===== src/rtl/busca_instrucao_if.sv =====
// Fetch-stage bus: next-PC in, current PC / instruction word / end-of-program out.
// The fetch stage uses the slave modport; next-PC logic and decoder use master.
interface busca_instrucao_if #(
   parameter int DATA_W = 8,
   parameter int ADDR_W = 8
);
   logic [ADDR_W-1:0] entrada;
   logic [ADDR_W-1:0] endereco;
   logic [DATA_W-1:0] instrucao;
   logic              fim;

   modport master (output entrada, input endereco, input instrucao, input fim);
   modport slave  (input entrada, output endereco, output instrucao, output fim);
endinterface


===== src/rtl/busca_instrucao.sv =====
// Redux-V instruction fetch: PC register feeding a combinational-read ROM.
// The ROM image is a packed parameter; word i sits at bits [i*DATA_W +: DATA_W].

module contador_de_programa #(
   parameter int ADDR_W = 8
) (
   input  logic              clk,
   input  logic              rst,
   input  logic [ADDR_W-1:0] entrada,
   output logic [ADDR_W-1:0] saida
);
   // No enable and no increment: next-PC logic owns hold and wrap-around.
   always_ff @(posedge clk) begin
      if (rst) saida <= '0;
      else     saida <= entrada;
   end
endmodule

module memoria_instrucoes #(
   parameter int DATA_W   = 8,
   parameter int ADDR_W   = 8,
   parameter int PROG_LEN = 100,
   parameter logic [DATA_W*(2**ADDR_W)-1:0] PROG_IMAGE = '0
) (
   input  logic [ADDR_W-1:0] endereco,
   output logic [DATA_W-1:0] instrucao
);
   localparam logic [ADDR_W:0] LEN_C = PROG_LEN[ADDR_W:0];

   // Anything past the program reads as zero regardless of image contents.
   always_comb begin
      instrucao = '0;
      if ({1'b0, endereco} < LEN_C)
         instrucao = PROG_IMAGE[int'(endereco)*DATA_W +: DATA_W];
   end
endmodule

module busca_instrucao #(
   parameter int DATA_W   = 8,
   parameter int ADDR_W   = 8,
   parameter int PROG_LEN = 100,
   parameter logic [DATA_W*(2**ADDR_W)-1:0] PROG_IMAGE = '0
) (
   input  logic              clk,
   input  logic              rst,
   busca_instrucao_if.slave  bus
);
   localparam logic [ADDR_W:0] LEN_C = PROG_LEN[ADDR_W:0];

   logic [ADDR_W-1:0] pc;

   contador_de_programa #(
      .ADDR_W (ADDR_W)
   ) u_pc (
      .clk     (clk),
      .rst     (rst),
      .entrada (bus.entrada),
      .saida   (pc)
   );

   memoria_instrucoes #(
      .DATA_W     (DATA_W),
      .ADDR_W     (ADDR_W),
      .PROG_LEN   (PROG_LEN),
      .PROG_IMAGE (PROG_IMAGE)
   ) u_rom (
      .endereco  (pc),
      .instrucao (bus.instrucao)
   );

   assign bus.endereco = pc;
   assign bus.fim      = ({1'b0, pc} >= LEN_C);
endmodule


===== src/flat_wrapper.sv =====
// flat-port wrapper written by rule: the top's interface ports become plain ports
module busca_instrucao_flat 
#(
   parameter int DATA_W   = 8,
   parameter int ADDR_W   = 8,
   parameter int PROG_LEN = 100,
   parameter logic [DATA_W*(2**ADDR_W)-1:0] PROG_IMAGE = '0
)
  (clk, rst, bus_entrada, bus_endereco, bus_instrucao, bus_fim);
  busca_instrucao_if #(.DATA_W(DATA_W), .ADDR_W(ADDR_W)) bus_i ();
  input  logic clk;
  input  logic rst;
  input wire logic [$bits(bus_i.entrada)-1:0] bus_entrada;
  output wire logic [$bits(bus_i.endereco)-1:0] bus_endereco;
  output wire logic [$bits(bus_i.instrucao)-1:0] bus_instrucao;
  output wire logic [$bits(bus_i.fim)-1:0] bus_fim;
  assign bus_i.entrada = bus_entrada;
  assign bus_endereco = bus_i.endereco;
  assign bus_instrucao = bus_i.instrucao;
  assign bus_fim = bus_i.fim;
  busca_instrucao #(.DATA_W(DATA_W), .ADDR_W(ADDR_W), .PROG_LEN(PROG_LEN), .PROG_IMAGE(PROG_IMAGE)) u_core (.clk(clk), .rst(rst), .bus(bus_i));
endmodule

===== config.mk =====
export PLATFORM = sky130hd
export DESIGN_NAME = busca_instrucao_flat
export DESIGN_NICKNAME = d
export VERILOG_FILES = /design/src/rtl/busca_instrucao_if.sv /design/src/rtl/busca_instrucao.sv /design/src/flat_wrapper.sv
export SDC_FILE = /design/constraint.sdc
export NUM_CORES = 1
export LEC_CHECK = 0
export BUFFER_PORTS_ARGS = -buffer_cell sky130_fd_sc_hd__buf_2
export CORE_AREA = 2 2 39 41
export DETAILED_ROUTE_END_ITERATION = 12
export DIE_AREA = 0 0 41 43
export SETUP_SLACK_MARGIN = 0.05
export SYNTH_ARGS = -nofsm -noshare
export SYNTH_HDL_FRONTEND = slang
export SYNTH_HIERARCHICAL = 1
export SYNTH_SLANG_ARGS = --single-unit

===== constraint.sdc =====
create_clock -name clk -period 0.9 [get_ports clk]
set_input_delay 0.18 -clock clk [delete_from_list [all_inputs] [get_ports clk]]
set_output_delay 0.18 -clock clk [all_outputs]
set_load 0.1 [all_outputs]

---- Word-level counts from Yosys, hierarchy flattened ----
Cells that the tools add are included.
word-level totals
  output and inout port bits .............. 17
  register bits ........................... 8
  logic and storage cells ................. 5
  input bits .............................. 10
operators by class
  mux-type cells .......................... 1
  shifts and indexed selects .............. 1
  order comparisons ....................... 2
operators with widths
  cell                                                           count
  variable part select 2048 x 12 -> 8 bit, first input constant  1
  >= comparator 8 x 7 -> 1 bit, second input constant            1
  < comparator 8 x 7 -> 1 bit, second input constant             1
  two-way mux 8 bit                                              1

---- Logic depth before layout (Yosys ltp) ----
  word-level depth ........................ 2
  depth in mapped cells ................... 2
  gate-level depth less buffers ........... 2

---- By module ----
The synthesis kept the hierarchy.
modules (own cells, without submodules)
  module                instances  area an instance (um2)  cells each
  contador_de_programa  1          210.2                   16
  memoria_instrucoes    1          63.8                    9
  busca_instrucao       1          15.0                    3

---- Worst setup path after synthesis ----
No wires, ideal clock.
  path type ............................... flip-flop to output port
  from .................................... register u_core.u_pc.saida[5]
  to ...................................... output port bus_fim
  cell stages (with the launch flop) ...... 3
  slack ................................... -1,671 ps
  buffers on the path ..................... 0
  arrival ................................. 2,391 ps
  cell sequence ........................... dfxtp_1 a21oi_1 nor2_1
on the way
  longest elaborated chain between the ends .. 1
RTL lines
  item                          line                   source
  start: declaration            busca_instrucao.sv:10  output logic [ADDR_W-1:0] saida
  start signal: assignment      busca_instrucao.sv:15  else saida <= entrada;
  >= comparator 8 x 7 -> 1 bit  busca_instrucao.sv:72  assign bus.fim = ({1'b0, pc} >= LEN_C);
  end: declaration              flat_wrapper.sv:16     output wire logic [$bits(bus_i.fim)-1:0] bus_fim;
Every way passes these cells.

---- Worst setup path after layout ----
  from .................................... register u_core.u_pc.saida[4]
  to ...................................... output port bus_fim
Same word-level chain as after synthesis.

==> impl_metrics.xml <==
<?xml version="1.0" encoding="UTF-8"?>
<metrics>
  <group name="job">
    <metric name="max_cap_viol_count" unit="">0</metric>
  </group>
  <group name="critical_path">
    <metric name="cp_buf_inv_count" unit="">1</metric>
    <metric name="path_cells" unit="">nor4_4, nor2_4, buf_12</metric>
    <metric name="cpMaxStageDelayCell" unit="">sky130_fd_sc_hd__dfxtp_4</metric>
    <metric name="worstPathRequired" unit="ns">0.72</metric>
    <metric name="start_kind" unit="">flip-flop</metric>
    <metric name="worst-setup-path-type" unit="">reg -&gt; out</metric>
    <metric name="cp_slowest_stage_delay" unit="ns">0.35</metric>
    <metric name="worstPathArrival" unit="ns">1.14</metric>
    <metric name="critical_path.max_fanout" unit="">2</metric>
    <metric name="element_type_at_the_critical_path_end" unit="">primary output</metric>
    <metric name="cp_top_family" unit="">simple AND/OR/NAND/NOR gates</metric>
  </group>
  <group name="cells_and_area">
    <metric name="registers.top_by_ff_count" unit="">u_core/u_pc/saida</metric>
    <metric name="final_layout_size_suffix_gt1_share" unit="%">70.2</metric>
    <metric name="largest_register_ffs" unit="">8</metric>
    <metric name="num_antenna_cells" unit="">0</metric>
    <metric name="layout-area-overhead-vs-synth" unit="%">130</metric>
    <metric name="reg_top3" unit="">u_core/u_pc/saida: 8 flops</metric>
    <metric name="design.final.nets" unit="">68</metric>
    <metric name="most-common-layout-cells" unit="">9 x sky130_fd_sc_hd__buf_2, 9 x sky130_fd_sc_hd__buf_12, 8 x sky130_fd_sc_hd__nor2b_1, 8 x sky130_fd_sc_hd__conb_1, 7 x sky130_fd_sc_hd__buf_6</metric>
    <metric name="nFillCells" unit="">131</metric>
    <metric name="stdcell_count" unit="">73</metric>
  </group>
  <group name="placed_design">
    <metric name="numPortBuffers" unit="">18</metric>
    <metric name="dp_hpwl" unit="microns">486</metric>
    <metric name="post-place-cells" unit="">67</metric>
    <metric name="finalWeightedCongestion" unit="">0.522</metric>
  </group>
  <group name="global_routing">
    <metric name="grt_start_max_net_pins" unit="">9</metric>
    <metric name="vias_in_the_first_global_route" unit="">233</metric>
    <metric name="met2_resource_use_gr" unit="%">12.8</metric>
    <metric name="grt_first_pass_wirelength" unit="microns">924</metric>
    <metric name="global_route.usage.met1" unit="%">6.82</metric>
    <metric name="gr-usage-all-layers" unit="%">9.06</metric>
    <metric name="grt_busiest_layer" unit="">met2</metric>
    <metric name="grt_overflow" unit="">0</metric>
    <metric name="grt_use_met3" unit="%">6.81</metric>
    <metric name="antenna_found_initial" unit="">0</metric>
  </group>
  <group name="status">
    <metric name="failed_checks" unit="">setup timing</metric>
    <metric name="status" unit="">finished with violations</metric>
  </group>
  <group name="timing">
    <metric name="final_cycle_utilization_of_the_critical_path" unit="%">146</metric>
    <metric name="totalNegativeSetupSlack" unit="ns">-1.57</metric>
    <metric name="timing.final.hold_violations" unit="">0</metric>
    <metric name="max_clock_freq" unit="GHz">0.759</metric>
    <metric name="grt_setup_unrepaired" unit="">yes</metric>
    <metric name="post-route-min-period" unit="ns">1.32</metric>
    <metric name="worst_slack" unit="ns">-0.418</metric>
    <metric name="finalSetupViolations" unit="">9</metric>
    <metric name="timing_max_transition_violations_final" unit="">0</metric>
  </group>
  <group name="floorplanning">
    <metric name="die_height" unit="microns">43</metric>
    <metric name="core.rowCount" unit="">14</metric>
    <metric name="fp.dieArea" unit="sq um">1760</metric>
    <metric name="initial_core_util" unit="%">20.9</metric>
    <metric name="die_width" unit="microns">41</metric>
    <metric name="core_area" unit="sq um">1380</metric>
    <metric name="io_pins" unit="">27</metric>
  </group>
  <group name="yosys">
    <metric name="yosys_warnings" unit="">6</metric>
    <metric name="synth.ff_latch_count" unit="">8</metric>
    <metric name="synth.area.top_cells" unit="">sky130_fd_sc_hd__dfxtp_1 55%, sky130_fd_sc_hd__buf_4 21%, sky130_fd_sc_hd__nor2b_1 17%</metric>
    <metric name="synth-seq-area-share" unit="%">55.4</metric>
    <metric name="synth.distinct_cells" unit="">7</metric>
    <metric name="synthCells" unit="">28</metric>
    <metric name="mappedNetlistArea" unit="sq um">289</metric>
    <metric name="synth_top_area_share" unit="%">55.4</metric>
    <metric name="synth_area_per_cell" unit="sq um">10.3</metric>
    <metric name="synth.largest_area_cell" unit="">sky130_fd_sc_hd__dfxtp_1</metric>
  </group>
  <group name="routing">
    <metric name="drtIter0Drc" unit="">0</metric>
    <metric name="vias_per_cell" unit="">3.64</metric>
    <metric name="detailroute.via_count" unit="">266</metric>
    <metric name="wl_per_cell" unit="microns">8.44</metric>
    <metric name="drc_errors" unit="">0</metric>
    <metric name="firstDrtPassIters" unit="">1</metric>
    <metric name="routed_wirelength" unit="microns">616</metric>
    <metric name="drt.antenna.violating_nets" unit="">0</metric>
  </group>
  <group name="min_path">
    <metric name="min_path_type" unit="">in -&gt; reg</metric>
  </group>
  <group name="clock_network">
    <metric name="clkTransAtPathRegs" unit="ns">0.05</metric>
    <metric name="clock_tree.root_cell" unit="">sky130_fd_sc_hd__clkbuf_4</metric>
    <metric name="cts_hold_buf" unit="">0</metric>
    <metric name="sink_count_of_the_clock_tree" unit="">8</metric>
    <metric name="cts-buffers-inserted" unit="">3</metric>
    <metric name="clock_tree_from_tritoncts" unit="">built</metric>
    <metric name="h_tree_level_count" unit="">1</metric>
    <metric name="clock_path_buffers" unit="">2</metric>
  </group>
  <group name="pwr">
    <metric name="vdd.ir_drop.worst" unit="mV">0.615</metric>
    <metric name="power_per_cell_area" unit="nW/um^2">1770</metric>
    <metric name="total_leakage_power" unit="nW">0.299</metric>
    <metric name="total_power" unit="mW">1.17</metric>
  </group>
</metrics>
==> cells in the mapped netlist (all sizes together) <==
cell type,instances
dfxtp,8
nor4,1
nor2,1
buf,8
conb,1
nor2b,8
a21oi,1
==> metal layers <==
metal	up-vias	share of wire (%)
li1	130	-
met1	119	32
met2	17	55
met3	0	13
met4	0	0
met5	-	0
==> final cells by class <==
| cell class | count | area [sq um] | area share, % |
|---|---|---|---|
| Timing Repair Buffer | 26 | 312 | 46.9 |
| Tap cell | 16 | 20.0 | 3.01 |
| Multi-Input combinational cell | 19 | 121 | 18.3 |
| Sequential cell | 8 | 185 | 27.9 |
| Clock buffer | 4 | 26.3 | 3.95 |
==> worst paths after layout <==
| path | start | end | cells after the start |
|---|---|---|---|
| setup / recovery | u_core/u_pc/saida[4]$_SDFF_PP0_ | bus_fim | 3 |
| hold / removal | bus_entrada[2] | u_core/u_pc/saida[2]$_SDFF_PP0_ | 2 |
==> where the power goes <==
group          total [mW]  switching, mW  leakage, nW  internal, mW
Sequential          0.386         0.0184       0.0707         0.368
Clock               0.288          0.118       0.0150         0.169
Combinational       0.499          0.351        0.214         0.148
==> per-stage QoR <==
stage / hold WS, ns / instance area [sq um] / setup slack [ns] / utilization [%]
after floorplan: 0.242 / 367 / -0.408 / -
after global placement: 0.388 / 582 / -0.259 / 42.0
after detailed placement: 0.395 / 582 / -0.276 / 42.0
after CTS: 0.127 / 649 / -0.437 / 46.9
after global routing: 0.132 / 664 / -0.482 / 48.0
final: 0.136 / 664 / -0.418 / 48.0
==> kinds of logic (layout without fill, tap and decap cells) <==
| group | Yosys count | after routing | synth area share [%] |
|---|---|---|---|
| AO/OA/AOI/OAI | 1 | 1 | 1.73 |
| AND/OR/NAND/NOR | 10 | 10 | 20.8 |
| flip-flops | 8 | 8 | 55.4 |
| buffers and inverters | 8 | 30 | 20.8 |
| other | 1 | 8 | 1.30 |
==> what timing repair did <==
item	4_1_cts	5_1_grt
pin swaps	2	1
setup buffers	1	3
resized for setup	9	4
setup endpoints to repair	9	9
endpoints found under the hold margin	0	0
No activity file was read; power rests on OpenSTA's default activity.
